$ cat src/rtl/instr_sequencer.sv
`default_nettype none
// +------------------------------------------------------------------------+
// | instr_sequencer: expands fetched words into the per-slot 5-bit opcode  |
// | stream (two-part pairs, LDM immediates, interrupt entry, bubbles).     |
// | Revision: 1.0                                                          |
// +------------------------------------------------------------------------+
module instr_sequencer #(
  parameter int IW = 16
) (
  input  logic          clk,
  input  logic          rst_n,
  input  logic          fetch_valid,
  input  logic [IW-1:0] fetch_word,
  output logic          fetch_ready,
  input  logic          stall,
  input  logic          flush,
  input  logic          int_req,
  output logic [4:0]    op_code,
  output logic          op_valid,
  output logic          op_bubble,
  output logic          imm_valid,
  output logic [IW-1:0] imm_data,
  output logic          int_ack
);

  localparam logic [2:0] c_stIssue  = 3'd0;
  localparam logic [2:0] c_stSecond = 3'd1;
  localparam logic [2:0] c_stImm    = 3'd2;
  localparam logic [2:0] c_stInt1   = 3'd3;
  localparam logic [2:0] c_stInt2   = 3'd4;

  localparam logic [4:0] c_opNop  = 5'b00000;
  localparam logic [4:0] c_opLdm  = 5'b10001;
  localparam logic [4:0] c_opCall = 5'b11000;
  localparam logic [4:0] c_opRet  = 5'b11010;
  localparam logic [4:0] c_opRti  = 5'b11100;
  localparam logic [4:0] c_opIntA = 5'b11110;
  localparam logic [4:0] c_opIntB = 5'b11111;

  logic [2:0]    r_state;
  logic [2:0]    w_stateNext;
  logic          r_intPend;
  logic          w_intPendNext;
  logic [4:0]    r_secondOp;
  logic [4:0]    w_secondOpNext;
  logic [4:0]    r_opCode;
  logic [4:0]    w_opCodeNext;
  logic          r_opValid;
  logic          w_opValidNext;
  logic          r_opBubble;
  logic          w_opBubbleNext;
  logic          r_immValid;
  logic          w_immValidNext;
  logic [IW-1:0] r_immData;
  logic [IW-1:0] w_immDataNext;
  logic          r_intAck;
  logic          w_intAckNext;

  logic [4:0]    w_fetchOp;
  logic          w_isPair;
  logic          w_flushSeq;
  logic          w_issueFree;

  assign w_fetchOp   = fetch_word[IW-1:IW-5];
  assign w_isPair    = (w_fetchOp == c_opCall) || (w_fetchOp == c_opRet) ||
                       (w_fetchOp == c_opRti);
  // The interrupt sequence is never split, so flush only acts outside INT1/INT2.
  assign w_flushSeq  = flush && (r_state != c_stInt1) && (r_state != c_stInt2);
  assign w_issueFree = (r_state == c_stIssue) && !r_intPend;

  always_ff @(posedge clk or negedge rst_n) begin
    if (!rst_n) begin
      r_state    <= c_stIssue;
      r_intPend  <= 1'b0;
      r_secondOp <= c_opNop;
      r_opCode   <= c_opNop;
      r_opValid  <= 1'b0;
      r_opBubble <= 1'b0;
      r_immValid <= 1'b0;
      r_immData  <= '0;
      r_intAck   <= 1'b0;
    end else begin
      r_intPend <= w_intPendNext;
      if (!stall) begin
        r_state    <= w_stateNext;
        r_secondOp <= w_secondOpNext;
        r_opCode   <= w_opCodeNext;
        r_opValid  <= w_opValidNext;
        r_opBubble <= w_opBubbleNext;
        r_immValid <= w_immValidNext;
        r_immData  <= w_immDataNext;
        r_intAck   <= w_intAckNext;
      end
    end
  end

  always_comb begin
    w_stateNext = r_state;
    if (w_flushSeq) begin
      w_stateNext = c_stIssue;
    end else begin
      case (r_state)
        c_stIssue: begin
          if (r_intPend) begin
            w_stateNext = c_stInt1;
          end else if (fetch_valid) begin
            if (w_isPair) begin
              w_stateNext = c_stSecond;
            end else if (w_fetchOp == c_opLdm) begin
              w_stateNext = c_stImm;
            end
          end
        end
        c_stSecond: w_stateNext = c_stIssue;
        c_stImm:    w_stateNext = fetch_valid ? c_stIssue : c_stImm;
        c_stInt1:   w_stateNext = c_stInt2;
        c_stInt2:   w_stateNext = c_stIssue;
        default:    w_stateNext = c_stIssue;
      endcase
    end
  end

  always_comb begin
    fetch_ready    = !stall && !w_flushSeq && (w_issueFree || (r_state == c_stImm));
    w_opCodeNext   = c_opNop;
    w_opValidNext  = 1'b0;
    w_opBubbleNext = 1'b0;
    w_immValidNext = 1'b0;
    w_immDataNext  = r_immData;
    w_intAckNext   = 1'b0;
    w_secondOpNext = r_secondOp;
    // A request arriving while 11111 issues keeps the pending flag alive.
    w_intPendNext  = int_req || (r_intPend && !(r_state == c_stInt1 && !stall));
    if (w_flushSeq) begin
      w_opBubbleNext = 1'b1;
    end else begin
      case (r_state)
        c_stIssue: begin
          if (r_intPend) begin
            w_opCodeNext  = c_opIntA;
            w_opValidNext = 1'b1;
          end else if (fetch_valid) begin
            w_opCodeNext  = w_fetchOp;
            w_opValidNext = 1'b1;
            if (w_isPair) begin
              w_secondOpNext = w_fetchOp | 5'b00001;
            end
          end
        end
        c_stSecond: begin
          w_opCodeNext  = r_secondOp;
          w_opValidNext = 1'b1;
        end
        c_stImm: begin
          if (fetch_valid) begin
            w_immValidNext = 1'b1;
            w_immDataNext  = fetch_word;
          end
        end
        c_stInt1: begin
          w_opCodeNext  = c_opIntB;
          w_opValidNext = 1'b1;
          w_intAckNext  = 1'b1;
        end
        default: begin
        end
      endcase
    end
  end

  assign op_code   = r_opCode;
  assign op_valid  = r_opValid;
  assign op_bubble = r_opBubble;
  assign imm_valid = r_immValid;
  assign imm_data  = r_immData;
  assign int_ack   = r_intAck;

endmodule
`default_nettype wire

$ cat config.mk
export PLATFORM = sky130hd
export DESIGN_NAME = instr_sequencer
export DESIGN_NICKNAME = d
export VERILOG_FILES = /design/src/rtl/instr_sequencer.sv
export SDC_FILE = /design/constraint.sdc
export NUM_CORES = 1
export LEC_CHECK = 0
export ABC_AREA = 1
export BUFFER_PORTS_ARGS = -buffer_cell sky130_fd_sc_hd__buf_4
export CAP_MARGIN = 25
export CORE_ASPECT_RATIO = 1.2
export CORE_MARGIN = 10
export CORE_UTILIZATION = 51
export CTS_CLUSTER_DIAMETER = 60
export DETAILED_ROUTE_END_ITERATION = 8
export GPL_TIMING_DRIVEN = 0
export PLACE_DENSITY = 0.86
export SLEW_MARGIN = 20
export SYNTH_ARGS = -nofsm -noshare
export SYNTH_HDL_FRONTEND = slang
export SYNTH_SLANG_ARGS = --single-unit
export TNS_END_PERCENT = 1
$ cat constraint.sdc
create_clock -name clk -period 1.6 [get_ports clk]
set_clock_uncertainty 0.1 [all_clocks]
set_input_delay 0.16 -clock clk [delete_from_list [all_inputs] [get_ports clk]]
set_output_delay 0.16 -clock clk [all_outputs]
set_load 0.05 [all_outputs]
==> results of run 1 <==
power by group:
group,internal (mW),leakage (nW),switching [mW]
registers,1.16,0.439,0.186
clock network,0.331,0.0395,0.288
logic,0.818,0.854,1.76
total,2.31,1.33,2.23
path summary, 6_finish.rpt:
path	from	end	slack, ns
worst max-delay path	r_state[2]	fetch_ready	-0.18
worst min-delay path	stall	op_code[0]	0.05
worst max register to register	r_state[2]	imm_data[4]	-0.01
worst min register to register	r_secondOp[3]	r_secondOp[3]	0.37
max in group asynchronous	rst_n	r_state[0]	0.86
min in group asynchronous	rst_n	imm_data[10]	0.20
timing repair:
item | in CTS | in global routing
pin swaps | 3 | 1
resized for setup | 10 | 5
hold buffers | 17 | 0
endpoints found under the setup margin | 1 | 29
gates cloned | 0 | 0
endpoints found under the hold margin | 52 | 0
setup buffers | 4 | 1
per-layer routing:
metal  routed length, um  GRT usage, %  vias up
met2                2480          28.9       47
met5                   0             0        -
met4                 119          7.59        0
met3                 259          4.64       10
met1                1750          16.9      729
li1                    -             -      759
sequential cells by signal (all words and copies together), names as in the netlist:
name,count
imm_data,16
op_valid,1
r_state,3
imm_valid,1
r_secondOp,5
op_code,5
r_intPend,1
int_ack,1
op_bubble,1
worst min-delay path, stage by stage:
cell	delay, ns
buf_2	0.17
nand2_1	0.08
nand2_1	0.05
cells in the final DEF (no fill, tap or decap), types with 2 or more instances in the layout:
cell / synthesis / final
buf_4: 0 / 50
buf_6: 4 / 4
clkbuf_1: 0 / 2
clkbuf_4: 0 / 5
dfrtp_1: 34 / 32
dfrtp_2: 0 / 2
dlygate4sd3_1: 0 / 17
inv_1: 27 / 26
inv_2: 2 / 2
nand2_1: 61 / 60
nand2_4: 2 / 3
nand3_1: 8 / 7
nand4_1: 2 / 2
nor2_1: 10 / 8
nor2_4: 2 / 5
o21ai_0: 11 / 11
o21ai_2: 16 / 16
or2_1: 3 / 3
per-stage QoR:
stage | worst slack (ns) | power (mW)
after detailed placement | 0.0802 | 3.78
final | -0.178 | 4.55
after global routing | -0.246 | 4.81
after CTS | -0.133 | 4.53
after global placement | 0.0995 | 3.72
after floorplan | 0.0610 | 3.05
cell families after synthesis:
group / Yosys count / share of synthesized area (%)
AND/OR/NAND/NOR: 95 / 27.2
buffers and inverters: 34 / 9.31
flip-flops: 34 / 49.9
AO/OA/AOI/OAI: 32 / 13.6
cell type report:
class                   count  area share (%)
plain buffers               5            2.06
clock buffers               7            1.86
clock inverters             1            1.24
inverters                  29            4.69
multi-input cells         127            30.1
flip-flops and latches     34            35.2
well taps                  36            1.86
repair buffers             68            23.1
==> metrics.md, run 1 <==
| Metric | Value |
|---|---|
| Status | `finished with violations` |
| Violated checks | `negative setup slack` |
| Worst R2R Path Depth | `8` |
| WL final | `4.60 mm` |
| Max stage delay cell, worst path | `dfrtp_2` |
| Clock latency on the worst-skew pair | `0.34 ns` |
| Core footprint | `3140 um2` |
| Final setup vio count | `3` |
| Post-route minimum period | `1.78 ns` |
| Final hold vios | `0` |
| Final std cells w/o fill | `307` |
| Crit-path max FO | `4` |
| Crit path largest cell delay | `0.47 ns` |
| Placed cells | `277` |
| Area leader, netlist | `dfrtp_1` |
| Post-synth top cells | `nand2_1, dfrtp_1, inv_1` |
| Pwr dens | `1870 nW/um2` |
| Slew Limit Headroom | `70.8%` |
| Synthesized area | `1710 um2` |
| Drc violations | `0` |
| CTS tree | `done` |
| Total track usage | `16.4%` |
| CP bufs+invs | `2` |
| Unrepaired setup endpoints after global routing | `yes` |
| Diodes inserted | `0` |
| Top Ports | `48` |
| Routed len/inst | `15.0 um` |
| Via density | `5.03` |
| CTS Buf Count | `5` |
| Final Util | `77.4%` |
| Cells after Synth | `195` |
| GRT overflow | `0` |
| Cell with the most instances after synthesis | `nand2_1` |
| Setup ws final | `-0.178 ns` |
| CP delay by family, top | `flip-flops` |
| Critical path depth in cells | `6` |
| Initial Util | `54.4%` |
| Slew @ Worst Pin | `0.437 ns` |
| Placer congestion estimate | `0.867` |
| Leak pwr | `1.33 nW` |
| Largest net degree at the start of global routing | `35` |
| CP Capture Type | `primary output` |
| CTS Buffer Depth | `2` |
| Area grow syn2layout | `42.2%` |
| Die area | `6070 um2` |
| Async S/R FF share, synth | `100%` |
| Arrival @ worst endpoint | `1.52 ns` |
| F_max | `563 MHz` |
| DP Area | `2100 um2` |
| Vias in the first global route | `1687` |
| Ratio of cells with drive above 1 in the final layout | `36.2%` |
| Setup TNS | `-0.185 ns` |
| Slew Viols, Final | `0` |
| First-iteration detailed-routing DRC count | `101` |
| Vias | `1545` |
| Setup Crit Path Kind | `reg -> out` |
| Die X-Extent | `72.8 um` |
| Drt first pass iters | `4` |
| Share of the synthesized area in the top cell type | `49.9%` |
| Clock transition at path regs | `0.10 ns` |
| Post-DRT Antenna Nets | `0` |
| Initial antenna violation count | `0` |
| Number of fillers in the final layout | `214` |
| Die height | `83.4 um` |
| Synth area leaders | `dfrtp_1, nand2_1, o21ai_2` |
| Hold Path Cell Cnt | `3` |
| # port buffers | `46` |
| Synth Area per Inst | `8.75 um2` |
| CP most frequent cell | `nor2_4` |
| Synth Net Count | `217` |
| EDFF count, synth | `0` |
| CTS sink cnt | `34` |
| Root Buffer | `clkbuf_4` |
| Crit share post-route | `111%` |
| Max VDD drop | `1.75 mV` |
| Cells along the critical path | `nor2_4 > inv_1 > nor2_4 > nor2_1 > nor2_4 > buf_8` |
| Startpoint types | `register` |
| Max H-tree Level | `2` |
| Yosys cell types | `25` |
| Worst path required time | `1.34 ns` |
| Max-cap violations | `0` |
| YS warnings | `0` |
| Multi-input logic area | `729 um2` |
| HPWL Detailed | `3.07 mm` |
| Main synth FF type | `dfrtp_1` |
| Register area | `853 um2` |
| Design area | `2430 um2` |
| Register area share after synthesis | `49.9%` |
| Worst hold margin | `0.0481 ns` |
| First-pass GRT wire length | `8.00 mm` |
| Std cell rows | `22` |
| #FFs+latches synth | `34` |
| HP Class | `in -> reg` |
| NumNets Final | `292` |
Note: power is estimated with default switching activity, not from simulation.
==> inputs of run 2 (changes only) <==
Settings changed: CORE_UTILIZATION 51 to 53, CTS_BUF_LIST set to sky130_fd_sc_hd__clkbuf_4 sky130_fd_sc_hd__clkbuf_8, PLACE_DENSITY 0.86 to 0.89.
==> metrics.md, run 2 (synthesis results as in run 1) <==
| Metric | Value |
|---|---|
| WL final | `4.72 mm (+2.6%)` |
| Setup Crit Path Kind | `reg -> out` |
| Design area | `2440 um2 (+0.36%)` |
| Slew Limit Headroom | `71.5% (+0.65 points)` |
| Placer congestion estimate | `0.862 (-0.59%)` |
| Worst hold margin | `0.0279 ns (-0.0203 ns)` |
| Die X-Extent | `71.8 um (-1.4%)` |
| Clock latency on the worst-skew pair | `0.34 ns (about the same)` |
| Vias | `1575 (+1.9%)` |
| Status | `finished with violations` |
| Leak pwr | `1.34 nW (+0.34%)` |
| Max stage delay cell, worst path | `dfrtp_1` |
| Crit path largest cell delay | `0.44 ns (-0.03 ns)` |
| Largest net degree at the start of global routing | `35 (unchanged)` |
| Initial Util | `55.4% (+0.97 points)` |
| Vias in the first global route | `1547 (-8.3%)` |
| Most frequent cells in the layout | `nand2_1, buf_4, dfrtp_1, inv_1, dlygate4sd3_1` |
| GRT overflow | `0 (unchanged)` |
| Hold-critical path endpoint | `op_code[3]` |
| M1 WL | `1.67 mm (-4.5%)` |
| R2R Path Start | `r_state[0]` |
| CP Capture Type | `primary output` |
| Area grow syn2layout | `42.7%` |
| Setup TNS | `-0.186 ns (-0.00115 ns)` |
| HP Class | `in -> reg` |
| HPWL Detailed | `3.07 mm (+0.12%)` |
| Routed wl met3 | `270 um (+4.2%)` |
| HP Start | `stall` |
| Worst R2R Path Depth | `8 (unchanged)` |
| Final Util | `79.0% (+1.7 points)` |
| DP Area | `2100 um2 (unchanged)` |
| Die area | `5900 um2 (-2.8%)` |
| Cells along the critical path | `nor2_4 > nand2_4 > nor2_4 > nor2_2 > nor2_4 > buf_8` |
| Startpoint types | `register` |
| Drc violations | `0 (unchanged)` |
| Drt first pass iters | `7 (+3)` |
| Top Ports | `48 (unchanged)` |
| CP bufs+invs | `1 (-1)` |
| Violated checks | `negative setup slack` |
| Final std cells w/o fill | `308 (+0.33%)` |
| Final setup vio count | `6 (+3)` |
| Dpl ws | `0.0640 ns (-0.0163 ns)` |
| Worst path required time | `1.34 ns (about the same)` |
| # port buffers | `46 (unchanged)` |
| Hold Path Cell Cnt | `3 (unchanged)` |
| NumNets Final | `293 (+0.34%)` |
| CTS Buf Count | `5 (unchanged)` |
| Slew Viols, Final | `0 (unchanged)` |
| Reg2reg setup slack | `-0.02 ns (about the same)` |
| First-pass GRT wire length | `7.61 mm (-4.8%)` |
| Unrepaired setup endpoints after global routing | `yes` |
| Core footprint | `3080 um2 (-1.8%)` |
| CTS tree | `done` |
| Slew @ Worst Pin | `0.428 ns (-0.00977 ns)` |
| Largest register FFs | `16 (unchanged)` |
| Max H-tree Level | `2 (unchanged)` |
| Placed cells | `277 (unchanged)` |
| F_max | `577 MHz (+2.6%)` |
| CP delay by family, top | `simple AND/OR/NAND/NOR gates` |
| Total power | `4.52 mW (-0.68%)` |
| DR WL met2 | `2.67 mm (+7.7%)` |
| Worst R2R End | `imm_data[3]` |
| Crit share post-route | `108% (-2.9 points)` |
| First-iteration detailed-routing DRC count | `83 (-18%)` |
| Top sig layer | `met4` |
| Max-cap violations | `0 (unchanged)` |
| Die height | `82.2 um (-1.5%)` |
| Setup ws final | `-0.132 ns (+0.0457 ns)` |
| CTS Buffer Depth | `2 (unchanged)` |
| Routed len/inst | `15.3 um (+2.3%)` |
| Via density | `5.11 (+1.6%)` |
| Pwr dens | `1850 nW/um2 (-1.0%)` |
| Max VDD drop | `1.83 mV (+4.3%)` |
| CP most frequent cell | `nor2_4` |
| Diodes inserted | `0 (unchanged)` |
| Total track usage | `16.5% (+0.11 points)` |
| Initial antenna violation count | `0 (unchanged)` |
| Root Buffer | `clkbuf_4` |
| Post-DRT Antenna Nets | `0 (unchanged)` |
| Post-route minimum period | `1.73 ns (-0.0457 ns)` |
| Arrival @ worst endpoint | `1.47 ns (-0.05 ns)` |
| Clock transition at path regs | `0.10 ns (about the same)` |
| Crit-path max FO | `3 (-1)` |
| Ratio of cells with drive above 1 in the final layout | `37.9% (+1.7 points)` |
| Final hold vios | `0 (unchanged)` |
| Std cell rows | `22 (unchanged)` |
| CTS sink cnt | `34 (unchanged)` |
| Most common cell after layout, fill and taps aside | `nand2_1` |
run 2: worst max-delay path by stage:
stage | from | endpoint | slack (ns) | cells past startpoint
after CTS | r_state[0] | fetch_ready | -0.13 | 7
final | r_state[0] | fetch_ready | -0.13 | 6
after floorplan | r_state[1] | fetch_ready | 0.06 | 6
after detailed placement | r_state[2] | imm_data[3] | 0.06 | 7
after global placement | r_state[2] | imm_data[4] | 0.1 | 7
after global routing | r_state[0] | fetch_ready | -0.21 | 7
run 2: final cells by class:
class	instances	area [um2]
flip-flops and latches	34	852
multi-input cells	127	742
fillers	192	647
repair buffers	69	572
inverters	29	111
clock buffers	7	58.8
plain buffers	5	50.0
well taps	36	45.0
clock inverters	1	5.00
run 2: per-layer routing:
layer	GRT usage (%)	up-vias
li1	-	758
met1	16.6	755
met2	31.0	48
met3	4.89	14
met4	6.78	0
met5	0	-
run 2: where the power goes:
group | internal [mW] | switching (mW) | leakage, nW
clock | 0.230 | 0.283 | 0.0387
sequential | 1.16 | 0.192 | 0.440
combinational | 0.850 | 1.80 | 0.858
total | 2.24 | 2.27 | 1.34
run 2: worst register-to-register path, cell delays in order (launching register included):
cell and delay, ns:
dfrtp_1 0.44, nor2_4 0.17, inv_2 0.06, nor2_4 0.12
buf_6 0.12, nand4_4 0.17, buf_6 0.21, nand2_1 0.08
o21ai_2 0.06
run 2: timing repair:
action,in CTS,in global routing
gates resized for setup,12,5
hold endpoints to repair,52,0
pin swaps,5,2
hold buffers,17,0
setup buffers,6,0
setup endpoints to repair,1,30
